### src/rtl/tone_pkg.sv
// Shared types and constants for the tone sequencer: FSM states, step-table
// entry layout, note codes and the clock-divider divisors for each note.
package tone_pkg;

  typedef enum logic [1:0] {
    IDLE,
    LOAD,
    HOLD,
    PAUSED
  } state_t;

  typedef struct packed {
    logic [3:0] note;
    logic [3:0] len;
  } step_t;

  localparam logic [3:0] NOTE_REST = 4'd0;
  localparam logic [3:0] NOTE_DO   = 4'd1;
  localparam logic [3:0] NOTE_RE   = 4'd2;
  localparam logic [3:0] NOTE_MI   = 4'd3;
  localparam logic [3:0] NOTE_FA   = 4'd4;
  localparam logic [3:0] NOTE_SO   = 4'd5;
  localparam logic [3:0] NOTE_LA   = 4'd6;
  localparam logic [3:0] NOTE_SI   = 4'd7;
  localparam logic [3:0] NOTE_DO2  = 4'd8;

  localparam int unsigned DIV_DO  = 95602;
  localparam int unsigned DIV_RE  = 85179;
  localparam int unsigned DIV_MI  = 75873;
  localparam int unsigned DIV_FA  = 71633;
  localparam int unsigned DIV_SO  = 63776;
  localparam int unsigned DIV_LA  = 56818;
  localparam int unsigned DIV_SI  = 50658;
  localparam int unsigned DIV_DO2 = 47801;

  // Codes 9..15 are treated as rests, so only 1..8 produce sound.
  function automatic logic is_audible(input logic [3:0] note);
    return (note >= NOTE_DO) && (note <= NOTE_DO2);
  endfunction

endpackage

### src/rtl/note_rom.sv
// Note code to Clock_divider divisor lookup. Rests and undefined codes map
// to 0 so the divider output stays quiet.
module note_rom
  import tone_pkg::*;
#(
  parameter int DIV_W = 32
) (
  input  logic [3:0]       note,
  output logic [DIV_W-1:0] divisor
);

  // Pure lookup; default covers rest and codes 9..15.
  always_comb begin
    divisor = '0;
    case (note)
      NOTE_REST: divisor = '0;
      NOTE_DO:   divisor = DIV_W'(DIV_DO);
      NOTE_RE:   divisor = DIV_W'(DIV_RE);
      NOTE_MI:   divisor = DIV_W'(DIV_MI);
      NOTE_FA:   divisor = DIV_W'(DIV_FA);
      NOTE_SO:   divisor = DIV_W'(DIV_SO);
      NOTE_LA:   divisor = DIV_W'(DIV_LA);
      NOTE_SI:   divisor = DIV_W'(DIV_SI);
      NOTE_DO2:  divisor = DIV_W'(DIV_DO2);
      default:   divisor = '0;
    endcase
  end

endmodule

### src/rtl/tone_sequencer.sv
// Steps through a programmable note table, holding each note for a number
// of beats, and drives the Clock_divider divisor with a one-cycle load strobe.
//
// state  | meaning
// -------+-----------------------------------------------------------
// IDLE   | stopped, tone off, waiting for play
// LOAD   | one cycle: read entry[step_idx], start note / wrap / finish
// HOLD   | note sounding, beat timer running
// PAUSED | play dropped mid-note; timer frozen, divisor held, tone off
module tone_sequencer
  import tone_pkg::*;
#(
  parameter int NUM_STEPS = 16,
  parameter int TICK_DIV  = 12_500_000,
  parameter int DIV_W     = 32
) (
  input  logic             clk,
  input  logic             reset,
  input  logic             play,
  input  logic             loop,
  input  logic             restart,
  input  logic             prog_we,
  input  logic [3:0]       prog_addr,
  input  logic [3:0]       prog_note,
  input  logic [3:0]       prog_len,
  output logic [DIV_W-1:0] divisor,
  output logic             div_load,
  output logic             tone_en,
  output logic [3:0]       step_idx,
  output logic             done
);

  localparam int IDX_W = (NUM_STEPS > 1) ? $clog2(NUM_STEPS) : 1;
  localparam int CNT_W = $clog2(TICK_DIV);

  state_t           state_q, state_d;
  logic [IDX_W-1:0] step_q, step_d;
  logic [CNT_W-1:0] cnt_q, cnt_d;
  logic [3:0]       beats_q, beats_d;
  logic             audible_q, audible_d;
  logic [DIV_W-1:0] divisor_d;
  logic             div_load_d, tone_d, done_d;

  step_t            tbl [NUM_STEPS];
  step_t            cur;
  logic [DIV_W-1:0] rom_div;
  logic             tick;
  logic [IDX_W-1:0] step_inc;

  assign cur      = tbl[step_q];
  assign tick     = (cnt_q == CNT_W'(TICK_DIV - 1));
  assign step_inc = (step_q == IDX_W'(NUM_STEPS - 1)) ? '0 : step_q + 1'b1;
  assign step_idx = 4'(step_q);

  note_rom #(.DIV_W(DIV_W)) u_rom (
    .note    (cur.note),
    .divisor (rom_div)
  );

  // Step table: writable in any state; a rewrite of the playing step is
  // only picked up at its next LOAD because the note is latched there.
  always_ff @(posedge clk or posedge reset) begin
    if (reset) begin
      for (int i = 0; i < NUM_STEPS; i++) tbl[i] <= '0;
    end else if (prog_we && (int'(prog_addr) < NUM_STEPS)) begin
      tbl[IDX_W'(prog_addr)] <= '{note: prog_note, len: prog_len};
    end
  end

  // Next-state and registered-output logic; restart overrides the FSM.
  always_comb begin
    state_d    = state_q;
    step_d     = step_q;
    cnt_d      = cnt_q;
    beats_d    = beats_q;
    audible_d  = audible_q;
    divisor_d  = divisor;
    div_load_d = 1'b0;
    tone_d     = tone_en;
    done_d     = 1'b0;

    if (restart) begin
      step_d  = '0;
      cnt_d   = '0;
      tone_d  = 1'b0;
      state_d = play ? LOAD : IDLE;
    end else begin
      case (state_q)
        IDLE: begin
          tone_d = 1'b0;
          if (play) state_d = LOAD;
        end
        LOAD: begin
          if (cur.len != 4'd0) begin
            divisor_d  = rom_div;
            div_load_d = 1'b1;
            audible_d  = is_audible(cur.note);
            tone_d     = is_audible(cur.note);
            beats_d    = cur.len;
            cnt_d      = '0;
            state_d    = HOLD;
          end else if (loop && (step_q != '0)) begin
            step_d = '0;
          end else begin
            // Also reached for an empty table, so looping cannot spin forever.
            tone_d  = 1'b0;
            done_d  = 1'b1;
            step_d  = '0;
            state_d = IDLE;
          end
        end
        HOLD: begin
          if (!play) begin
            tone_d  = 1'b0;
            state_d = PAUSED;
          end else begin
            cnt_d = tick ? '0 : cnt_q + 1'b1;
            if (tick) begin
              beats_d = beats_q - 4'd1;
              if (beats_q == 4'd1) begin
                step_d  = step_inc;
                state_d = LOAD;
              end
            end
          end
        end
        PAUSED: begin
          if (play) begin
            tone_d  = audible_q;
            state_d = HOLD;
          end
        end
        default: state_d = IDLE;
      endcase
    end
  end

  // State and output registers.
  always_ff @(posedge clk or posedge reset) begin
    if (reset) begin
      state_q   <= IDLE;
      step_q    <= '0;
      cnt_q     <= '0;
      beats_q   <= '0;
      audible_q <= 1'b0;
      divisor   <= '0;
      div_load  <= 1'b0;
      tone_en   <= 1'b0;
      done      <= 1'b0;
    end else begin
      state_q   <= state_d;
      step_q    <= step_d;
      cnt_q     <= cnt_d;
      beats_q   <= beats_d;
      audible_q <= audible_d;
      divisor   <= divisor_d;
      div_load  <= div_load_d;
      tone_en   <= tone_d;
      done      <= done_d;
    end
  end

endmodule

### config.mk
export PLATFORM = sky130hd
export DESIGN_NAME = tone_sequencer
export DESIGN_NICKNAME = d
export VERILOG_FILES = /design/src/rtl/tone_pkg.sv /design/src/rtl/note_rom.sv /design/src/rtl/tone_sequencer.sv
export SDC_FILE = /design/constraint.sdc
export NUM_CORES = 1
export LEC_CHECK = 0
export ABC_AREA = 1
export ABC_CLOCK_PERIOD_IN_PS = 9000
export CAP_MARGIN = 20
export CORE_ASPECT_RATIO = 1.75
export CORE_MARGIN = 4
export CORE_UTILIZATION = 40
export DETAILED_ROUTE_END_ITERATION = 16
export PLACE_DENSITY = 0.68
export SYNTH_ARGS = -nofsm -noshare
export SYNTH_HDL_FRONTEND = slang
export SYNTH_HIERARCHICAL = 1
export SYNTH_SLANG_ARGS = --single-unit
### constraint.sdc
create_clock -name clk -period 9 [get_ports clk]
set_input_delay 1.8 -clock clk [delete_from_list [all_inputs] [get_ports clk]]
set_output_delay 1.8 -clock clk [all_outputs]
set_load 0.05 [all_outputs]
==> metrics.txt <==
# TYPE chip_impl_metric gauge
chip_impl_info{name="run_status",value="finished, final reports clean"} 1
chip_impl_metric{name="synth_edf_count",unit=""} 0
chip_impl_info{name="synth.largest_area_cell",value="sky130_fd_sc_hd__dfrtp_1"} 1
chip_impl_metric{name="syn_to_final_growth",unit="%"} 11.9
chip_impl_metric{name="hold_viol_final",unit=""} 0
chip_impl_metric{name="final_setup_skew",unit="ns"} 0.0116
chip_impl_metric{name="ys_seq_area_share",unit="%"} 47.9
chip_impl_metric{name="io_buf_count",unit=""} 56
chip_impl_metric{name="vias_in_the_first_global_route",unit=""} 8565
chip_impl_metric{name="required",unit="ns"} 7.20
chip_impl_metric{name="final_layout_size_suffix_gt1_share",unit="%"} 4.17
chip_impl_metric{name="synth_top_area_share",unit="%"} 47.9
chip_impl_info{name="layout.cells.most_common_list",value="sky130_fd_sc_hd__nand2_1, sky130_fd_sc_hd__dfrtp_1, sky130_fd_sc_hd__o21ai_0"} 1
chip_impl_metric{name="core_area",unit="sq um"} 25400
chip_impl_metric{name="grt_residual_overflow",unit=""} 0
chip_impl_metric{name="synth-warning-count",unit=""} 6
chip_impl_metric{name="die_area",unit="sq um"} 28600
chip_impl_metric{name="final_min_period_over_clock_period",unit="%"} 46.8
chip_impl_metric{name="num-nets-final",unit=""} 1453
chip_impl_metric{name="max_cap_violations",unit=""} 0
chip_impl_info{name="worst-setup-path-type",value="register to output pin"} 1
chip_impl_info{name="hold_path_class",value="register to register"} 1
chip_impl_metric{name="power.leakage",unit="nW"} 5.61
chip_impl_metric{name="dp.final_hpwl",unit="microns"} 17800
chip_impl_metric{name="number_of_clock_buffers_inserted_by_tritoncts",unit=""} 17
chip_impl_info{name="synth.top_cells.by_area",value="sky130_fd_sc_hd__dfrtp_1, sky130_fd_sc_hd__nand2_1, sky130_fd_sc_hd__o21ai_0, sky130_fd_sc_hd__inv_1, sky130_fd_sc_hd__nand3_1"} 1
chip_impl_metric{name="worstSkewPairLatency",unit="ns"} 0.45
chip_impl_metric{name="worst_ep_arrival_time",unit="ns"} 2.41
chip_impl_info{name="clk_root_buffer_cell",value="sky130_fd_sc_hd__clkbuf_16"} 1
chip_impl_metric{name="drt_drc_violations_left",unit=""} 0
chip_impl_metric{name="fp.dieH",unit="microns"} 221
chip_impl_metric{name="synthDistinctLibCells",unit=""} 37
chip_impl_metric{name="max_slew_margin",unit="%"} 28.9
chip_impl_info{name="tritoncts",value="yes"} 1
chip_impl_metric{name="slew_violations",unit=""} 0
chip_impl_metric{name="post-route-min-period",unit="ns"} 4.21
chip_impl_metric{name="initial_utilization",unit="%"} 40.7
chip_impl_metric{name="clockBufferDepth",unit=""} 2
chip_impl_metric{name="post_drt_via_cell_ratio",unit=""} 5.04
chip_impl_metric{name="global_route_wire_length_before_repair",unit="microns"} 43400
chip_impl_metric{name="powerDensity",unit="nW/um^2"} 265
chip_impl_metric{name="max_slew.worst_pin.slew",unit="ns"} 1.06
chip_impl_metric{name="cts_hold_repair.buffers",unit=""} 0
chip_impl_info{name="mostFrequentLayoutCell",value="sky130_fd_sc_hd__nand2_1"} 1
chip_impl_metric{name="wl",unit="microns"} 26200
chip_impl_metric{name="dieWidth",unit="microns"} 130
chip_impl_metric{name="gp_congestion",unit=""} 0.860
chip_impl_metric{name="route.detailed.wl_per_inst",unit="microns"} 14.9
chip_impl_metric{name="cts.sinks",unit=""} 198
chip_impl_info{name="grt_setup_unrepaired",value="no"} 1
chip_impl_metric{name="avgSynthCellArea",unit="sq um"} 7.37
chip_impl_metric{name="route.vias.total",unit=""} 8847
chip_impl_metric{name="core.rowCount",unit=""} 77
chip_impl_metric{name="ctsResizeCount",unit=""} 0
chip_impl_metric{name="synth_area",unit="sq um"} 10400
chip_impl_metric{name="timing.fmax",unit="MHz"} 238
chip_impl_metric{name="max_ir_drop_vdd",unit="mV"} 0.161
chip_impl_metric{name="post_layout_nonfiller_instances",unit=""} 1754
chip_impl_metric{name="cts_max_level",unit=""} 4
chip_impl_metric{name="cts.reportedPaths.clkPinSlew",unit="ns"} 0.07
chip_impl_metric{name="yosys_register_bits",unit=""} 198
chip_impl_info{name="worst_setup_path_end_kind",value="output pin"} 1
chip_impl_metric{name="worstPathMaxFanout",unit=""} 78
chip_impl_metric{name="finalSetupViolCount",unit=""} 0
chip_impl_metric{name="antenna-diode-count",unit=""} 0
chip_impl_metric{name="syn-instance-count",unit=""} 1404
chip_impl_metric{name="floorplan.io_pins",unit=""} 57
chip_impl_metric{name="fin_tns_setup",unit="ns"} 0
chip_impl_metric{name="drtAntennaViolNets",unit=""} 0
chip_impl_metric{name="detail_route.first_pass.iterations",unit=""} 5
chip_impl_metric{name="place_inst",unit=""} 1719
chip_impl_metric{name="groute.usage.overall",unit="%"} 19.1
chip_impl_metric{name="cts_post_setup_buffers_inserted",unit=""} 0
chip_impl_metric{name="detailedRoute.firstIterationViolations",unit=""} 685
chip_impl_metric{name="ys_async_sr_fraction",unit="%"} 100
chip_impl_metric{name="grt_max_degree",unit=""} 144
chip_impl_info{name="synth-main-ff-cell",value="sky130_fd_sc_hd__dfrtp_1"} 1
chip_impl_metric{name="grt_antenna_before_repair",unit=""} 0
chip_impl_info{name="critPathLaunchType",value="register"} 1
-- report_power, final --
group          switching, mW  total (mW)  internal [mW]
logic                  0.773        1.12          0.351
registers             0.0999        1.19           1.09
clock network          0.355       0.754          0.399
total                   1.23        3.07           1.84
-- through the flow --
stage | util (%) | cell area, sq um | setup slack, ns | hold slack, ns | power (mW)
2_1_floorplan | - | 10400 | 1.80 | 0.448 | 2.05
3_3_place_gp | 43.1 | 11000 | 4.77 | 0.455 | 2.32
3_5_place_dp | 43.1 | 11000 | 4.71 | 0.458 | 2.34
4_1_cts | 45.4 | 11500 | 4.74 | 0.475 | 3.10
5_1_grt | 45.6 | 11600 | 4.67 | 0.496 | 3.29
6_report | 45.6 | 11600 | 4.79 | 0.471 | 3.07
-- flip-flops by register name (all words and copies together), names as in the netlist --
signal / cells
tbl: 128
divisor: 32
cnt_q: 24
beats_q: 4
step_idx: 4
state_q: 2
audible_q: 1
div_load: 1
done: 1
tone_en: 1
-- Yosys cell counts (2+ instances only) --
master	n
sky130_fd_sc_hd__buf_4	20
sky130_fd_sc_hd__buf_2	20
sky130_fd_sc_hd__nor3_1	10
sky130_fd_sc_hd__clkbuf_1	26
sky130_fd_sc_hd__nor2_4	2
sky130_fd_sc_hd__dfrtp_1	198
sky130_fd_sc_hd__inv_2	6
sky130_fd_sc_hd__nor2_1	115
sky130_fd_sc_hd__o21ai_1	25
sky130_fd_sc_hd__nor4_1	4
sky130_fd_sc_hd__o21ai_0	162
sky130_fd_sc_hd__buf_6	6
sky130_fd_sc_hd__buf_1	4
sky130_fd_sc_hd__nand4_1	15
sky130_fd_sc_hd__o211ai_1	4
sky130_fd_sc_hd__nand2_1	501
sky130_fd_sc_hd__xor2_1	13
sky130_fd_sc_hd__ha_1	10
sky130_fd_sc_hd__or2_2	2
sky130_fd_sc_hd__nand3_1	88
sky130_fd_sc_hd__xnor2_1	7
sky130_fd_sc_hd__a21oi_1	16
sky130_fd_sc_hd__o22ai_1	2
sky130_fd_sc_hd__o21ai_2	2
sky130_fd_sc_hd__inv_1	130
sky130_fd_sc_hd__nand2_4	2
sky130_fd_sc_hd__nor3b_1	2
sky130_fd_sc_hd__nand2_2	3
-- cell families (layout without fill, tap and decap cells) --
| group | count (synthesis) | after routing | share of synthesized area (%) |
|---|---|---|---|
| compound gates | 213 | 213 | 10.6 |
| xor+xnor | 20 | 20 | 1.69 |
| fa+ha+maj | 10 | 10 | 1.21 |
| buf+inv | 213 | 232 | 9.12 |
| flops | 198 | 198 | 47.9 |
| other cells | 1 | 16 | 0.0362 |
| simple gates | 749 | 749 | 29.5 |
-- per-layer routing --
metal	vias up	global-route usage (%)	part of all wire, %
met5	-	0	0
met4	0	8.22	3.3
met3	50	3.89	3.8
met2	189	34.0	53
met1	4167	21.6	40
li1	4441	-	-
-- path summary, 6_finish.rpt --
kind                                  start     endpoint  slack [ns]  cells after the start
worst min register to register  divisor[20]  divisor[20]        0.47                      2
worst min-delay path            divisor[20]  divisor[20]        0.47                      2
worst max register to register  step_idx[0]    audible_q        5.21                     17
worst max-delay path            step_idx[0]  step_idx[0]        4.79                      2
min in group asynchronous             reset    cnt_q[22]        1.76                      2
max in group asynchronous             reset     tbl[121]        6.19                      3
-- worst max-delay path: stages (launching register included) --
cell                              delay [ns]
sky130_fd_sc_hd__dfrtp_2                0.34
sky130_fd_sc_hd__buf_4                  0.64
sky130_fd_sc_hd__clkdlybuf4s50_1        0.96
-- final cells by class --
cell class | count | area [sq um]
Timing Repair Buffer | 63 | 633
Tap cell | 316 | 395
Inverter | 137 | 522
Fill cell | 2610 | 13800
Multi-Input combinational cell | 1008 | 4510
Clock inverter | 13 | 119
Sequential cell | 198 | 4960
Clock buffer | 19 | 453
(Power assumes the default switching activity.)
